<file path="src/rtl/cache_ctrl_l1_data.sv">
// L1 data-cache controller: load/store lookup, L2 refill on load miss,
// write-through/no-write-allocate stores, L2 timeout, hit/miss statistics.
module cache_ctrl_l1_data #(
    parameter int unsigned ADDR_W  = 19,
    parameter int unsigned TIMEOUT = 255,
    parameter int unsigned CNT_W   = 16
) (
    input  logic              clk_i,
    input  logic              rst_i,
    input  logic              core_req_i,
    input  logic              core_we_i,
    input  logic [ADDR_W-1:0] core_addr_i,
    output logic              core_done_o,
    output logic              core_err_o,
    input  logic              cache_hit_i,
    output logic [ADDR_W-1:0] cache_addr_o,
    output logic              cache_read_o,
    output logic              cache_write_o,
    output logic              write_L2_o,
    output logic              write_through_o,
    output logic              l2_req_o,
    output logic              l2_we_o,
    input  logic              l2_ack_i,
    output logic [CNT_W-1:0]  hit_cnt_o,
    output logic [CNT_W-1:0]  miss_cnt_o
);

    localparam int unsigned TMO_W = (TIMEOUT > 1) ? $clog2(TIMEOUT) : 1;
    localparam logic [TMO_W-1:0] TMO_LAST = TMO_W'(TIMEOUT - 1);

    typedef enum logic [2:0] {
        IDLE, LOOKUP, L2_RD, FILL, L2_WR, DONE, ERR
    } state_t;

    state_t             state_q, state_d;
    logic               we_q, we_d;
    logic [ADDR_W-1:0]  addr_d;
    logic [TMO_W-1:0]   tmo_q, tmo_d;
    logic [CNT_W-1:0]   hit_d, miss_d;
    logic               done_d, err_d, rd_d, wr_d, wl2_d, wt_d, l2req_d, l2we_d;

    // Next state, counters, and control outputs decoded from the next state
    always_comb begin
        state_d = state_q;
        we_d    = we_q;
        addr_d  = cache_addr_o;
        tmo_d   = tmo_q;
        hit_d   = hit_cnt_o;
        miss_d  = miss_cnt_o;

        case (state_q)
            IDLE: begin
                if (core_req_i) begin
                    addr_d  = core_addr_i;
                    we_d    = core_we_i;
                    state_d = LOOKUP;
                end
            end
            LOOKUP: begin
                tmo_d = '0;
                if (cache_hit_i) begin
                    if (!(&hit_cnt_o)) hit_d = hit_cnt_o + CNT_W'(1);
                end else begin
                    if (!(&miss_cnt_o)) miss_d = miss_cnt_o + CNT_W'(1);
                end
                if (we_q)             state_d = L2_WR;
                else if (cache_hit_i) state_d = DONE;
                else                  state_d = L2_RD;
            end
            L2_RD: begin
                if (l2_ack_i)              state_d = FILL;
                else if (tmo_q == TMO_LAST) state_d = ERR;
                else                        tmo_d = tmo_q + TMO_W'(1);
            end
            FILL:    state_d = LOOKUP;
            L2_WR: begin
                if (l2_ack_i)              state_d = DONE;
                else if (tmo_q == TMO_LAST) state_d = ERR;
                else                        tmo_d = tmo_q + TMO_W'(1);
            end
            DONE:    state_d = IDLE;
            ERR:     state_d = IDLE;
            default: state_d = IDLE;
        endcase

        done_d  = (state_d == DONE) || (state_d == ERR);
        err_d   = (state_d == ERR);
        rd_d    = (state_d == LOOKUP) && !we_d;
        wt_d    = (state_d == LOOKUP) && we_d;
        wr_d    = wt_d || (state_d == FILL);
        wl2_d   = (state_d == FILL);
        l2req_d = (state_d == L2_RD) || (state_d == L2_WR);
        l2we_d  = (state_d == L2_WR);
    end

    always_ff @(posedge clk_i) begin
        if (rst_i) begin
            state_q         <= IDLE;
            we_q            <= 1'b0;
            tmo_q           <= '0;
            cache_addr_o    <= '0;
            hit_cnt_o       <= '0;
            miss_cnt_o      <= '0;
            core_done_o     <= 1'b0;
            core_err_o      <= 1'b0;
            cache_read_o    <= 1'b0;
            cache_write_o   <= 1'b0;
            write_L2_o      <= 1'b0;
            write_through_o <= 1'b0;
            l2_req_o        <= 1'b0;
            l2_we_o         <= 1'b0;
        end else begin
            state_q         <= state_d;
            we_q            <= we_d;
            tmo_q           <= tmo_d;
            cache_addr_o    <= addr_d;
            hit_cnt_o       <= hit_d;
            miss_cnt_o      <= miss_d;
            core_done_o     <= done_d;
            core_err_o      <= err_d;
            cache_read_o    <= rd_d;
            cache_write_o   <= wr_d;
            write_L2_o      <= wl2_d;
            write_through_o <= wt_d;
            l2_req_o        <= l2req_d;
            l2_we_o         <= l2we_d;
        end
    end

endmodule

</file>
<file path="config.mk">
export PLATFORM = sky130hd
export DESIGN_NAME = cache_ctrl_l1_data
export DESIGN_NICKNAME = d
export VERILOG_FILES = /design/src/rtl/cache_ctrl_l1_data.sv
export SDC_FILE = /design/constraint.sdc
export NUM_CORES = 1
export LEC_CHECK = 0
export BUFFER_PORTS_ARGS = -buffer_cell sky130_fd_sc_hd__buf_2
export CAP_MARGIN = 20
export CORE_MARGIN = 3
export CORE_UTILIZATION = 55
export DETAILED_ROUTE_END_ITERATION = 8
export PLACE_DENSITY = 0.83
export SYNTH_ARGS = -nofsm -noshare
export SYNTH_HDL_FRONTEND = slang
export SYNTH_SLANG_ARGS = --single-unit
</file>
<file path="constraint.sdc">
create_clock -name clk_i -period 5.5 [get_ports clk_i]
set_input_delay 0.55 -clock clk_i [delete_from_list [all_inputs] [get_ports clk_i]]
set_output_delay 0.55 -clock clk_i [all_outputs]
set_load 0.02 [all_outputs]
</file>
==> results.yml, run 1 <==
clocking:
  clkSlewWorstSetupHoldPaths_ns: 0.07
  cts_resized: 0
  cts.sinks: 71
  ctsHoldBuffers: 0
  clk_path_buf_depth: 2
  cts_made_buffers: 9
  cts_tree: "done"
  postCtsSetupBuffers: 0
  ctsHtreeMaxLevel: 3
  cts_root_buf: "clkbuf_8"
  clock_latency_ns: 0.33
floorplanning:
  die-area_mm2: 0.00681
  pin_count: 84
  initial_core_util_pct: 57.8
  die_y_um: 82.5
  die_w_um: 82.5
  rows: 27
  core_area_mm2: 0.00557
setup_path:
  timing.rr.end: "tmo_q[6]"
  timing.rr.start: "state_q[2]"
  cp_slowest_cell: "dfxtp_1"
  path_max_fanout: 14
  cp.arrival_ns: 2.44
  critPathCaptureType: "flop"
  required_ns: 5.75
  worst-path-stages: 5
  rr_worst_depth: 5
  crit_family: "compound AO/OA/AOI/OAI gates"
  cp_cell_sequence: "and2b_1 > nor2b_1 > a31oi_1 > o21ai_0 > a21oi_1"
  r2r_slack_ns: 3.31
  setup.worst_path.start_class: "flop"
  critPathBufInv: 0
  path_class: "reg2reg"
  cpPeakStageDelay_ns: 0.67
  crit_start: "state_q[2]"
hold_path:
  hp-start: "cache_addr_o[10]"
  hold-path-endpoint: "cache_addr_o[10]"
  hp-class: "reg2reg"
  hold-path-cell-count: 2
detailed_routing:
  drt_iter0_markers: 130
  routed_wl_um: 6510
  wl_per_cell_um: 12.4
  dr.pass1.iters: 4
  route.antenna.remaining_nets: 0
  vias: 2818
  remaining_drc_errors: 0
  avgViaCountPerCell: 5.38
placed_design:
  port_buffers: 83
  dp_cells: 509
  hpwlAfterDp_um: 4640
  gp_congestion: 0.813
grt:
  antenna_found_initial: 0
  grt_pass1_vias: 2440
  grt_pass1_wl_um: 10400
  grtUsageTotal_pct: 19.3
  grt_max_degree: 63
  overflow: 0
sta:
  tightest_slew_ns: 0.846
  fin_skew_ns: 0.00786
  finalCriticalPeriod_ns: 2.19
  slew_headroom_pct: 43.3
  max_freq_mhz: 457
  setup-tns-final_ns: 0
  slew_violations: 0
  rsz0062_at_grt: "no"
  hold_violations: 0
  setup_viol: 0
  min_period_over_period_pct: 39.8
power_and_ir_drop:
  leakage_nw: 1.67
  ir_drop_mv: 0.168
  p_per_area_mw_per_mm2: 305
logic_synthesis:
  synth_flop_cell: "dfxtp_1"
  ys_types: 55
  avgSynthCellArea_um2: 8.70
  synthArstFlopShare_pct: 0
  syn-cell-area_mm2: 0.00322
  synth_top_cell_by_area: "dfxtp_1"
  ys_ff_latch: 71
  yosys.area.top_type_share_pct: 44.1
  synth_top_family_by_area: "simple AND/OR/NAND/NOR gates"
  synthTopCellsByArea: "dfxtp_1 44%, nand2_1 6.2%, nor2_1 4.9%"
  netlist_instances: 370
  synth_nets: 399
  synth_xor_area_share_pct: 7.30
  synth_edf_count: 0
  synth-compound-area-share_pct: 11.0
  synth_warnings: 0
  synthSimpleGateAreaFrac_pct: 30.3
  synthMuxAreaShare_pct: 2.21
  ys_seq_area_share_pct: 44.1
  synthAdderAreaFrac_pct: 1.55
layout:
  syn_to_final_growth_pct: 19.2
  layout.nets: 477
  fillCellCount: 478
  final_cell_mix: "83 x buf_2, 71 x dfxtp_1, 53 x nand2_1, 42 x nor2_1, 31 x a21oi_1"
  antenna_cells: 0
  drive_above_1_share_pct: 25.4
  layout_commonest_cell: "buf_2"
  fin_cells: 524
flow_run:
  maxCapViolCount: 0
run_status:
  status: "finished clean"
## per-layer routing
metal / wire [um] / GRT usage, %
met1: 2980 / 23.7
met2: 3060 / 32.6
met3: 364 / 3.58
met4: 99 / 8.99
met5: 0 / 0
## per-stage QoR
step | total power [W] | hold WS (ns) | util [%] | setup slack, ns | cell area (um2)
CTS | 0.00119 | 0.444 | 68.9 | 3.31 | 3840
detailed placement | 0.000781 | 0.444 | 65.3 | 3.32 | 3640
floorplan | 0.000736 | 0.452 | - | 3.60 | 3220
global route | 0.00123 | 0.449 | 68.9 | 3.11 | 3840
finish | 0.00117 | 0.454 | 68.9 | 3.31 | 3840
global placement | 0.000772 | 0.438 | 65.2 | 2.85 | 3630
## worst max-delay path by stage
stage / end / slack (ns)
3_3_place_gp: cache_write_o / 2.85
4_1_cts: tmo_q[6] / 3.31
5_1_grt: tmo_q[5] / 3.11
2_1_floorplan: hit_cnt_o[3] / 3.60
6_report: tmo_q[6] / 3.31
3_5_place_dp: tmo_q[6] / 3.32
## tightest hold or removal path, cell delays in order (launching register included)
cell and delay (ns):
dfxtp_1 0.31, nand2_1 0.05, a21oi_1 0.05
## sequential cells by signal (all words and copies together), names as in the netlist
signal	cells
cache_addr_o	19
cache_read_o	1
cache_write_o	1
core_done_o	1
core_err_o	1
hit_cnt_o	16
l2_req_o	1
l2_we_o	1
miss_cnt_o	16
state_q	3
tmo_q	8
we_q	1
write_L2_o	1
write_through_o	1
## synthesized netlist by cell type, types with 7 or more instances
master and n:
xor2_1 17, nor2_1 42, nor3_1 8, dfxtp_1 71, nand4_1 7, and3_1 13
xnor2_1 8, nand3_1 11, nand2_1 53, o21ai_0 8, a21oi_1 31, clkbuf_1 7
## where the power goes
group / leakage [nW] / internal [W] / total (W) / switching [W]
registers: 0.576 / 0.000544 / 0.000570 / 0.0000265
logic: 0.994 / 0.0000755 / 0.000197 / 0.000122
clock network: 0.0985 / 0.000231 / 0.000405 / 0.000174
## area by class of cell
cell class,instances,area [um2],area share [%]
clock buffer,12,155,4.04
clock inverter,3,42.5,1.11
inverter,3,11.3,0.293
multi-input combinational,278,1690,44.0
sequential,71,1420,37.0
tap,72,90.1,2.35
timing repair buffer,85,430,11.2
## cell families after synthesis
group | Yosys count
DFF | 71
buffers and inverters | 21
and+or+nand+nor | 183
adders and majority gates | 4
muxes | 7
AOI/OAI and AO/OA | 58
xor gates and xnor gates | 26
Note: power is estimated with default switching activity, not from simulation.
==> run 2, diff against run 1 <==
Settings changed: CORE_UTILIZATION 55 to 52, PLACE_DENSITY 0.83 to 0.79.
Clock period 5.5 ns to 2.05 ns, I/O delays scaled along.
==> results.yml, run 2 (synthesis results as in run 1) <==
sta:
  hold_violations: 0
  hold_slack_ns: 0.0934
  min_period_over_period_pct: 92.5
  fin_skew_ns: 0.0127
  setup-tns-final_ns: 0
  max_freq_mhz: 527
  finalCriticalPeriod_ns: 1.90
  tightest_slew_ns: 0.558
  slew_headroom_pct: 62.7
  rsz0062_at_grt: "no"
  setup_viol: 0
  slew_violations: 0
clocking:
  ctsHtreeMaxLevel: 3
  cts_tree: "done"
  cts_made_buffers: 9
  postCtsSetupBuffers: 0
  ctsHoldBuffers: 0
  cts_root_buf: "clkbuf_8"
  clock_latency_ns: 0.34
  clk_path_buf_depth: 2
  clkSlewWorstSetupHoldPaths_ns: 0.08
  cts.sinks: 71
layout:
  antenna_cells: 0
  final_cell_area_mm2: 0.00390
  largest_registers: "cache_addr_o: 19 flops, hit_cnt_o: 16 flops, miss_cnt_o: 16 flops"
  layout.nets: 487
  layout_commonest_cell: "buf_2"
  final_cell_mix: "83 x buf_2, 70 x dfxtp_1, 53 x nand2_1, 42 x nor2_1, 31 x a21oi_1"
  fin_cells: 538
  syn_to_final_growth_pct: 21.1
  regMostFlops: "cache_addr_o"
  drive_above_1_share_pct: 27.6
  largest_reg_flops: 19
setup_path:
  critPathBufInv: 0
  r2r_slack_ns: 0.15
  cpPeakStageDelay_ns: 0.48
  path_max_fanout: 16
  cp.arrival_ns: 2.13
  cp_slowest_cell: "dfxtp_1"
  rr_worst_depth: 5
  cp_cell_sequence: "nor4b_4 > and3_4 > and3_4 > nand4_1 > mux2_1"
  required_ns: 2.28
  crit_path_frequent_cell: "and3_4"
  worst-path-stages: 5
  critPathCaptureType: "flop"
  crit_start: "state_q[1]"
  path_class: "reg2reg"
  critPathCapture: "miss_cnt_o[13]"
  crit_family: "simple AND/OR/NAND/NOR gates"
  timing.rr.end: "miss_cnt_o[13]"
  timing.rr.start: "state_q[1]"
  setup.worst_path.start_class: "flop"
hold_path:
  hp-class: "in2reg"
  hold-path-cell-count: 3
flow_run:
  maxCapViolCount: 0
detailed_routing:
  vias: 2896
  drt_iter0_markers: 144
  routed_wl_um: 6880
  dr.pass1.iters: 4
  avgViaCountPerCell: 5.38
  remaining_drc_errors: 0
  wl_per_cell_um: 12.8
  route.antenna.remaining_nets: 0
floorplanning:
  rows: 28
  pin_count: 84
  core_area_mm2: 0.00596
  die-area_mm2: 0.00717
  initial_core_util_pct: 54.1
  die_y_um: 84.7
  die_w_um: 84.7
run_status:
  status: "finished clean"
placed_design:
  port_buffers: 83
  dp_cells: 522
  dpl_cell_area_mm2: 0.00372
  hpwlAfterDp_um: 5020
  gp_congestion: 0.880
power_and_ir_drop:
  p_per_area_mw_per_mm2: 783
  leakage_nw: 1.72
  ir_drop_mv: 0.519
grt:
  overflow: 0
  grt_max_degree: 30
  grtUsageTotal_pct: 19.4
  antenna_found_initial: 0
  grt_pass1_vias: 2679
  grt_pass1_wl_um: 11500
run 2: cell type report:
cell class / count / area [um2]
clock buffer: 11 / 141
clock inverter: 5 / 32.5
fill: 518 / 2060
inverter: 3 / 11.3
multi-input combinational: 278 / 1690
sequential: 71 / 1420
tap: 75 / 93.8
timing repair buffer: 95 / 505
run 2: how the worst min path moves through the flow:
| stage | start | endpoint | slack, ns |
|---|---|---|---|
| 6_report | core_addr_i[17] | cache_addr_o[17] | 0.09 |
| 5_1_grt | core_addr_i[1] | cache_addr_o[1] | 0.1 |
| 4_1_cts | core_addr_i[0] | cache_addr_o[0] | 0.08 |
| 3_5_place_dp | cache_addr_o[7] | cache_addr_o[7] | 0.45 |
| 2_1_floorplan | core_addr_i[0] | cache_addr_o[0] | 0.34 |
| 3_3_place_gp | cache_addr_o[4] | cache_addr_o[4] | 0.44 |
run 2: per-layer routing:
layer / GRT usage [%] / part of all wire (%)
met5: 0 / 0
met4: 9.93 / 1.9
met3: 4.02 / 5.9
met2: 32.2 / 47
met1: 23.8 / 45
run 2: worst register-to-register path: stages, from the launching register on:
cell and delay (ns):
dfxtp_1 0.48, nor4b_4 0.41, and3_4 0.27, and3_4 0.21
nand4_1 0.10, mux2_1 0.31
run 2: timing repair:
action | in CTS | in global routing
endpoints found under the setup margin | 0 | 3
resized for setup | 0 | 2
hold endpoints to repair | 0 | 0
run 2: stage by stage:
step	util, %	power (W)	worst slack [ns]
2_1_floorplan	-	0.00197	0.146
3_3_place_gp	62.5	0.00209	0.212
3_5_place_dp	62.5	0.00211	0.139
4_1_cts	65.4	0.00309	0.118
5_1_grt	65.5	0.00320	0.00900
6_report	65.5	0.00305	0.153
run 2: power breakdown:
part           internal [W]  switching [W]  total (W)
clock              0.000472       0.000504   0.000976
sequential          0.00146      0.0000590    0.00152
combinational      0.000216       0.000342   0.000558
total               0.00215       0.000905    0.00305
